===== src/rtl/key_shift_loader.sv =====
// key_shift_loader
// Serial key loader sitting directly upstream of a locked netlist's key gates.
// The key arrives one bit at a time, MSB first, over a valid/ready handshake.
// The parallel key bus stays all-zeros until a load commits. Once committed,
// the key can only be cleared by reset.
//
// Optional feature: define KEY_PARITY_EN to append an even-parity bit to every
// load. Each parity failure is counted, and after MAX_RETRY failures the loader
// locks out until reset. Without the macro, every completed load commits.
module key_shift_loader #(
    parameter int KEY_W     = 64,
    parameter int MAX_RETRY = 3
) (
    input  logic             C,
    input  logic             R,
    input  logic             load_start,
    input  logic             sdata,
    input  logic             svalid,
    output logic             sready,
    output logic [KEY_W-1:0] key,
    output logic             key_valid,
    output logic             key_err,
    output logic             lockout,
    output logic             busy
);

`ifdef KEY_PARITY_EN
    localparam int NBITS = KEY_W + 1;
`else
    localparam int NBITS = KEY_W;
`endif
    localparam int CNT_W = $clog2(NBITS + 1);

    localparam logic [2:0] IDLE   = 3'd0;
    localparam logic [2:0] SHIFT  = 3'd1;
    localparam logic [2:0] CHECK  = 3'd2;
    localparam logic [2:0] LOCKED = 3'd3;
    localparam logic [2:0] ERROR  = 3'd4;
    localparam logic [2:0] DEAD   = 3'd5;

    if (KEY_W < 2 || MAX_RETRY < 1) begin : g_bad_param
        $error("key_shift_loader: KEY_W must be >= 2 and MAX_RETRY must be >= 1");
    end

    logic [2:0]       state;
    logic [KEY_W-1:0] shreg;
    logic [CNT_W-1:0] count;
    logic             start_load;
    logic             accept;
    logic             last_bit;
    logic             check_pass;
    logic             fail_dead;

    // A start request only has an effect where a load may begin or restart;
    // LOCKED and DEAD ignore it.
    assign start_load = load_start && (state == IDLE || state == SHIFT || state == ERROR);
    // A restart has priority over a bit offered in the same cycle, so that bit is dropped.
    assign accept     = (state == SHIFT) && svalid && !load_start;
    assign last_bit   = accept && (count == CNT_W'(NBITS - 1));

`ifdef KEY_PARITY_EN
    localparam int ERR_W = $clog2(MAX_RETRY + 1);

    logic             par;
    logic [ERR_W-1:0] err_cnt;

    // Running XOR of every accepted bit, including the trailing parity bit.
    always_ff @(posedge C or negedge R) begin
        if (!R) begin
            par <= 1'b0;
        end else if (start_load) begin
            par <= 1'b0;
        end else if (accept) begin
            par <= par ^ sdata;
        end
    end

    // Saturating count of failed checks; only reset clears it.
    always_ff @(posedge C or negedge R) begin
        if (!R) begin
            err_cnt <= '0;
        end else if (state == CHECK && !check_pass && int'(err_cnt) < MAX_RETRY) begin
            err_cnt <= err_cnt + ERR_W'(1);
        end
    end

    assign check_pass = ~par;
    assign fail_dead  = (int'(err_cnt) + 1 >= MAX_RETRY);
`else
    assign check_pass = 1'b1;
    assign fail_dead  = 1'b0;
`endif

    // Load sequencing: state, data shift register, and handshake counter.
    // NOTE: all state updates here are non-blocking. Each branch then reads
    // the values from before the edge, whatever order the statements are in.
    always_ff @(posedge C or negedge R) begin
        if (!R) begin
            state <= IDLE;
            shreg <= '0;
            count <= '0;
        end else begin
            case (state)
                IDLE, ERROR: begin
                    if (load_start) begin
                        state <= SHIFT;
                        shreg <= '0;
                        count <= '0;
                    end
                end
                SHIFT: begin
                    if (load_start) begin
                        shreg <= '0;
                        count <= '0;
                    end else if (accept) begin
                        // The parity bit is counted but never enters the key.
                        if (int'(count) < KEY_W) begin
                            shreg <= {shreg[KEY_W-2:0], sdata};
                        end
                        count <= count + CNT_W'(1);
                        if (last_bit) begin
                            state <= CHECK;
                        end
                    end
                end
                CHECK: begin
                    if (check_pass) begin
                        state <= LOCKED;
                    end else if (fail_dead) begin
                        state <= DEAD;
                    end else begin
                        state <= ERROR;
                    end
                end
                LOCKED, DEAD: state <= state;
                default: state <= IDLE;
            endcase
        end
    end

    // Every output is decoded from registered state only, with no input-to-output path.
    assign sready    = (state == SHIFT);
    assign busy      = (state == SHIFT) || (state == CHECK);
    assign key_valid = (state == LOCKED);
    assign key       = key_valid ? shreg : '0;
`ifdef KEY_PARITY_EN
    assign key_err   = (state == ERROR) || (state == DEAD);
    assign lockout   = (state == DEAD);
`else
    assign key_err   = 1'b0;
    assign lockout   = 1'b0;
`endif

endmodule


===== config.mk =====
export PLATFORM = sky130hd
export DESIGN_NAME = key_shift_loader
export DESIGN_NICKNAME = d
export VERILOG_FILES = /design/src/rtl/key_shift_loader.sv
export SDC_FILE = /design/constraint.sdc
export NUM_CORES = 1
export LEC_CHECK = 0
export ABC_CLOCK_PERIOD_IN_PS = 1900
export BUFFER_PORTS_ARGS = -buffer_cell sky130_fd_sc_hd__buf_2
export CAP_MARGIN = 20
export CORE_ASPECT_RATIO = 0.75
export CORE_MARGIN = 5
export CORE_UTILIZATION = 56
export CTS_BUF_LIST = sky130_fd_sc_hd__clkbuf_4
export DETAILED_ROUTE_END_ITERATION = 8
export GPL_TIMING_DRIVEN = 0
export PLACE_DENSITY = 0.8
export SLEW_MARGIN = 20
export SYNTH_ARGS = -nofsm -noshare
export SYNTH_HDL_FRONTEND = slang
export SYNTH_SLANG_ARGS = --single-unit

===== constraint.sdc =====
create_clock -name C -period 1.9 [get_ports C]
set_input_delay 0.19 -clock C [delete_from_list [all_inputs] [get_ports C]]
set_output_delay 0.19 -clock C [all_outputs]
set_load 0.02 [all_outputs]

### Word-level counts from Yosys, hierarchy flattened

Index checks and enable logic that the tools add are counted.

* word-level logic and storage cells: 45
* register bits: 74

* equality and inequality tests: 12
* bitwise operators: 1
* muxes and demuxes: 15
* add/sub/neg operators: 1
* reductions and logical operators: 12
* magnitude comparators: 1

Operator list (count)
* $mux W64: 5
* $pmux W64 S2: 1
* $mux W7: 3
* $pmux W7 S2: 1
* $mux W3: 4
* $pmux W3 S4: 1
* $add A7 B1 Y7 const B: 1
* $eq A7 B6 Y1 const B: 1
* $lt A7 B7 Y1 const B: 1
* $eq A3 B2 Y1 const B: 2
* $eq A3 B3 Y1 const B: 2
* $ne A3 B2 Y1 const B: 2
* $reduce_and A5 Y1: 1
* $ne A2 B1 Y1 const B: 2
* $ne A2 B2 Y1 const B: 2
* $reduce_and A4 Y1: 1
* $reduce_or A2 Y1: 2
* $eq A3 B1 Y1 const B: 1
* $logic_and A1 B1 Y1: 3
* $logic_not A3 Y1: 1
* $reduce_and A3 Y1: 1
* $reduce_bool A2 Y1: 1
* $logic_not A1 Y1: 1
* $logic_or A1 B1 Y1: 1
* $not A1 Y1: 1

### Depth between registers and ports, before layout

* depth after elaboration: 8
* gate-level depth with buffers: 7

### Worst setup path before layout

Ideal clock, no wire load.

* path type: reg-to-reg
* from: reg state[1]
* to: reg count[6]
* arrival: 1733 ps
* setup time: 69 ps
* buffers on the path: 0
* setup slack: 98 ps
* data required time: 1831 ps
* period minus slack after synthesis: 1802 ps
* cell stages (with the launch flop): 7
* path through: dfrtp_1 > inv_1 > ha_1 > and2b_4 > nand3_2 > or4_1 > nand3_1

* cells in the longest elaborated chain, start to end: 5
* elaborated cells on any way between the ends: 11
* classes of those cells: 4 x eq/ne; 1 x mux; 6 x reduce/logical

Ends and longest elaborated chain
* start, declared: line 45 `logic [2:0] state;`
* start signal, assigned: line 135 `LOCKED, DEAD: state <= state;`
* $eq A3 B1 Y1 (*)
* via sready: line 19 `output logic sready,`
* $logic_and A1 B1 Y1 (2 in a row): line 58 `assign accept = (state == SHIFT) && svalid && !load_start;`
* $ne A3 B2 Y1 (no source line)
* $reduce_and A3 Y1 (no source line)
* end signal, assigned: line 120 `count <= count + CNT_W'(1);`
* end, declared: line 47 `logic [CNT_W-1:0] count;`

Mark *: on every way through the listed nets, which the timed path passes. The rest lies on a longest branch.
A chain may end at the register's enable or synchronous reset.

### Final worst setup path

* from: reg state[1]
* to: out key[11]

* cells in the longest elaborated chain, start to end: 2

Ends and longest elaborated chain
* $eq A3 B2 Y1: line 144 `assign key_valid = (state == LOCKED);`
* $mux W64: line 145 `assign key = key_valid ? shreg : '0;`
* end, declared: line 20 `output logic [KEY_W-1:0] key,`

Every way passes these cells.

==> run_results.csv <==
group,metric,value,unit
synthesis,synth-seq-area-share,54.6,%
power,pwr_density_cell,693,nW/um2
worst_setup_path,startpoint,"state[1]",
timing,hold_viol,0,
grt,grt_pass1_wl,12.7,mm
worst_setup_path,startpoint_type,"flip-flop",
die,io_pins,74,
worst_setup_path,cpPeakStageDelay,0.45,ns
synthesis,synth-edff-count,0,
power,p_leak,2.27,nW
cts,clockBufferDepth,2,
detailed_routing,wl_met3,519,um
timing,max_freq,0.540,GHz
worst_setup_path,timing.rr.start,"state[1]",
worst_setup_path,crit_cells,4,
layout,area_growth_syn_to_layout,28.6,%
synthesis,ys_ff_latch,73,
timing,min_period,1.85,ns
synthesis,synth.distinct_cells,39,
power,switchingPower,0.672,mW
power,p_clk_share,42.1,%
cts,numClockSinks,73,
cts,numCtsBuffers,9,
cts,clkTransAtPathRegs,0.12,ns
cts,cts-root-buf,"clkbuf_4",
detailed_routing,ant_nets,0,
layout,num_antenna_cells,0,
worst_setup_path,arrival,1.66,ns
die,die_area,7630,um2
detailed_routing,met1Wirelength,3.36,mm
layout,nets,385,
worst_setup_path,required,1.71,ns
worst_setup_path,crit_slowest_cell,"dfrtp_1",
layout,drive_gt1_share,35.8,%
synthesis,postSynth.asyncResetShare,100,%
cts,insertion_delay,0.42,ns
synthesis,avgSynthCellArea,11.9,um2
synthesis,syn_area,3340,um2
timing,finalSetupViolCount,0,
placement,portBuffers,70,
synthesis,yosysMostFrequentCell,"dfrtp_1",
worst_setup_path,r2r-end,"shreg[50]",
layout,fill_cells,396,
layout,final_core_util,74.2,%
timing,slew_violations,0,
flow_run,drv_cap,0,
detailed_routing,dr.max_layer_used,"met4",
placement,gp_congestion,0.814,
detailed_routing,drt_wl_total,7.61,mm
synthesis,ys_top_cells_by_count,"dfrtp_1, a22o_1, and2_1, buf_2, nor2_1",
layout,multi_input_area,1400,um2
power,p_int,2.30,mW
synthesis,synth_area_leaders,"dfrtp_1, a22o_1, and2_1",
timing,post-route-period-util,97.4,%
cts,cts_max_level,3,
synthesis,synth_top_area_share,54.6,%
detailed_routing,vias_per_cell,5.47,
worst_setup_path,crit_buf_inv,2,
outcome,status,"complete, no violations",
die,rows,24,
detailed_routing,drt_pass1_iterations,5,
die,die_height,76.9,um
power,p_sw_share,22.6,%
placement,hpwl,4.96,mm
grt,grt_usage,20.9,%
detailed_routing,detailroute.via_count,2507,
synthesis,synthCells,280,
worst_setup_path,critPathKind,"flip-flop to output port",
layout,seq_area,1830,um2
detailed_routing,drt_drc_violations_left,0,
grt,antenna_found_initial,0,
power,ir_worst_vdd,0.000625,V
worst_setup_path,crit_family,"flip-flops",
die,die_x,99.2,um
worst_setup_path,crit_end,"key[11]",
worst_setup_path,r2r_slack,0.06,ns
timing,fin_skew,0.0116,ns
grt,grt_max_degree,51,
die,core,5800,um2
power,power_frac_seq,52.6,%
detailed_routing,dr.first_iter.drc_count,165,
detailed_routing,wl_met2,3.69,mm
grt,grt_overflow_total,0,
worst_setup_path,reg2reg_depth,8,
synthesis,yosys_warnings,0,
die,initial_core_util,57.7,%
worst_setup_path,crit_chain,"ha_4 > buf_8 > and2_1 > buf_6",
timing,holdWs,0.116,ns
cts,cts_tree,"built",
worst_setup_path,cp_max_fo,10,
power,power_frac_comb,5.3,%
synthesis,synth_ff_type,"dfrtp_1",
worst_setup_path,worst_setup_path_end_kind,"output port",
hold_path,holdPathStages,2,
detailed_routing,wl_per_cell,16.6,um
grt,grt_pass1_vias,2557,
hold_path,hp-class,"input port to flip-flop",
timing,rsz0062_at_grt,"yes",
synthesis,synth_top_cell_by_area,"dfrtp_1",
## repair_timing
action | CTS | global route
setup endpoints to repair | 124 | 126
gates resized for setup | 37 | 29
setup buffers | 7 | 4
hold endpoints to repair | 74 | 0
hold buffers | 2 | 0
pin swaps | 2 | 2
## registers in the layout (all words and copies together) (netlist names)
| name | count |
|---|---|
| count | 7 |
| state | 2 |
| shreg | 64 |
## routing by layer
layer	up-vias	GRT usage, %
met5	-	0
met1	1215	27.5
met2	93	32.5
met3	4	7.80
met4	0	5.87
li1	1195	-
## how the worst min path moves through the flow
| stage | endpoint | slack, ns | startpoint |
|---|---|---|---|
| 2_1_floorplan | count[0] | -0.11 | R |
| 3_3_place_gp | shreg[0] | 0.42 | sdata |
| 3_5_place_dp | count[1] | 0.12 | R |
| 4_1_cts | count[2] | 0.09 | load_start |
| 5_1_grt | count[2] | 0.09 | load_start |
| 6_report | count[2] | 0.12 | load_start |
## cell usage in the layout (no fill, tap or decap), types with 3 or more instances in the layout
cell,instances
a22o_1,64
and2_1,62
buf_2,54
buf_4,26
buf_6,12
buf_8,5
bufinv_16,3
clkbuf_4,16
dfrtp_1,72
ha_4,3
inv_1,3
nand2_1,5
nor2_1,8
o21ai_1,3
## per-stage QoR
| step | cells | power, mW | area [um2] | setup TNS (ns) | worst slack, ns |
|---|---|---|---|---|---|
| after floorplan | 281 | 1.68 | 3350 | 0 | 0.0978 |
| after global placement | 429 | 1.73 | 3790 | -0.0568 | -0.0187 |
| after CTS | 455 | 2.99 | 4210 | -0.0851 | -0.0104 |
| after detailed placement | 430 | 1.74 | 3820 | -2.43 | -0.0779 |
| after global routing | 458 | 3.09 | 4300 | -0.0436 | -0.0184 |
| final | 458 | 2.98 | 4300 | 0 | 0.0495 |
## cell families (layout without fill, tap and decap cells)
family	count (synthesis)	after routing	synth area share, %
fa+ha+maj	5	5	1.87
buf+inv	28	127	5.01
flops	73	73	54.6
other cells	1	2	0.112
simple gates	90	90	16.7
mux	3	3	0.973
xor+xnor	2	2	0.524
compound gates	78	78	20.2
## layout make-up
cell class                 count  area share (%)
tap                           78            2.27
timing repair buffer          84            12.7
multi-input combinational    180            32.5
sequential                    73            42.5
buffer                        22            5.21
inverter                       5           0.437
clock buffer                  10            1.75
clock inverter                 6            2.68
## power groups by stage
stage	Clock [mW]	Combinational [mW]	Sequential (mW)
4_1_cts	1.27	0.154	1.57
5_1_grt	1.35	0.175	1.57
3_5_place_dp	0	0.145	1.60
3_3_place_gp	0	0.134	1.59
2_1_floorplan	0	0.0832	1.59
6_report	1.25	0.158	1.57
Power figures use the tool's default switching activity.
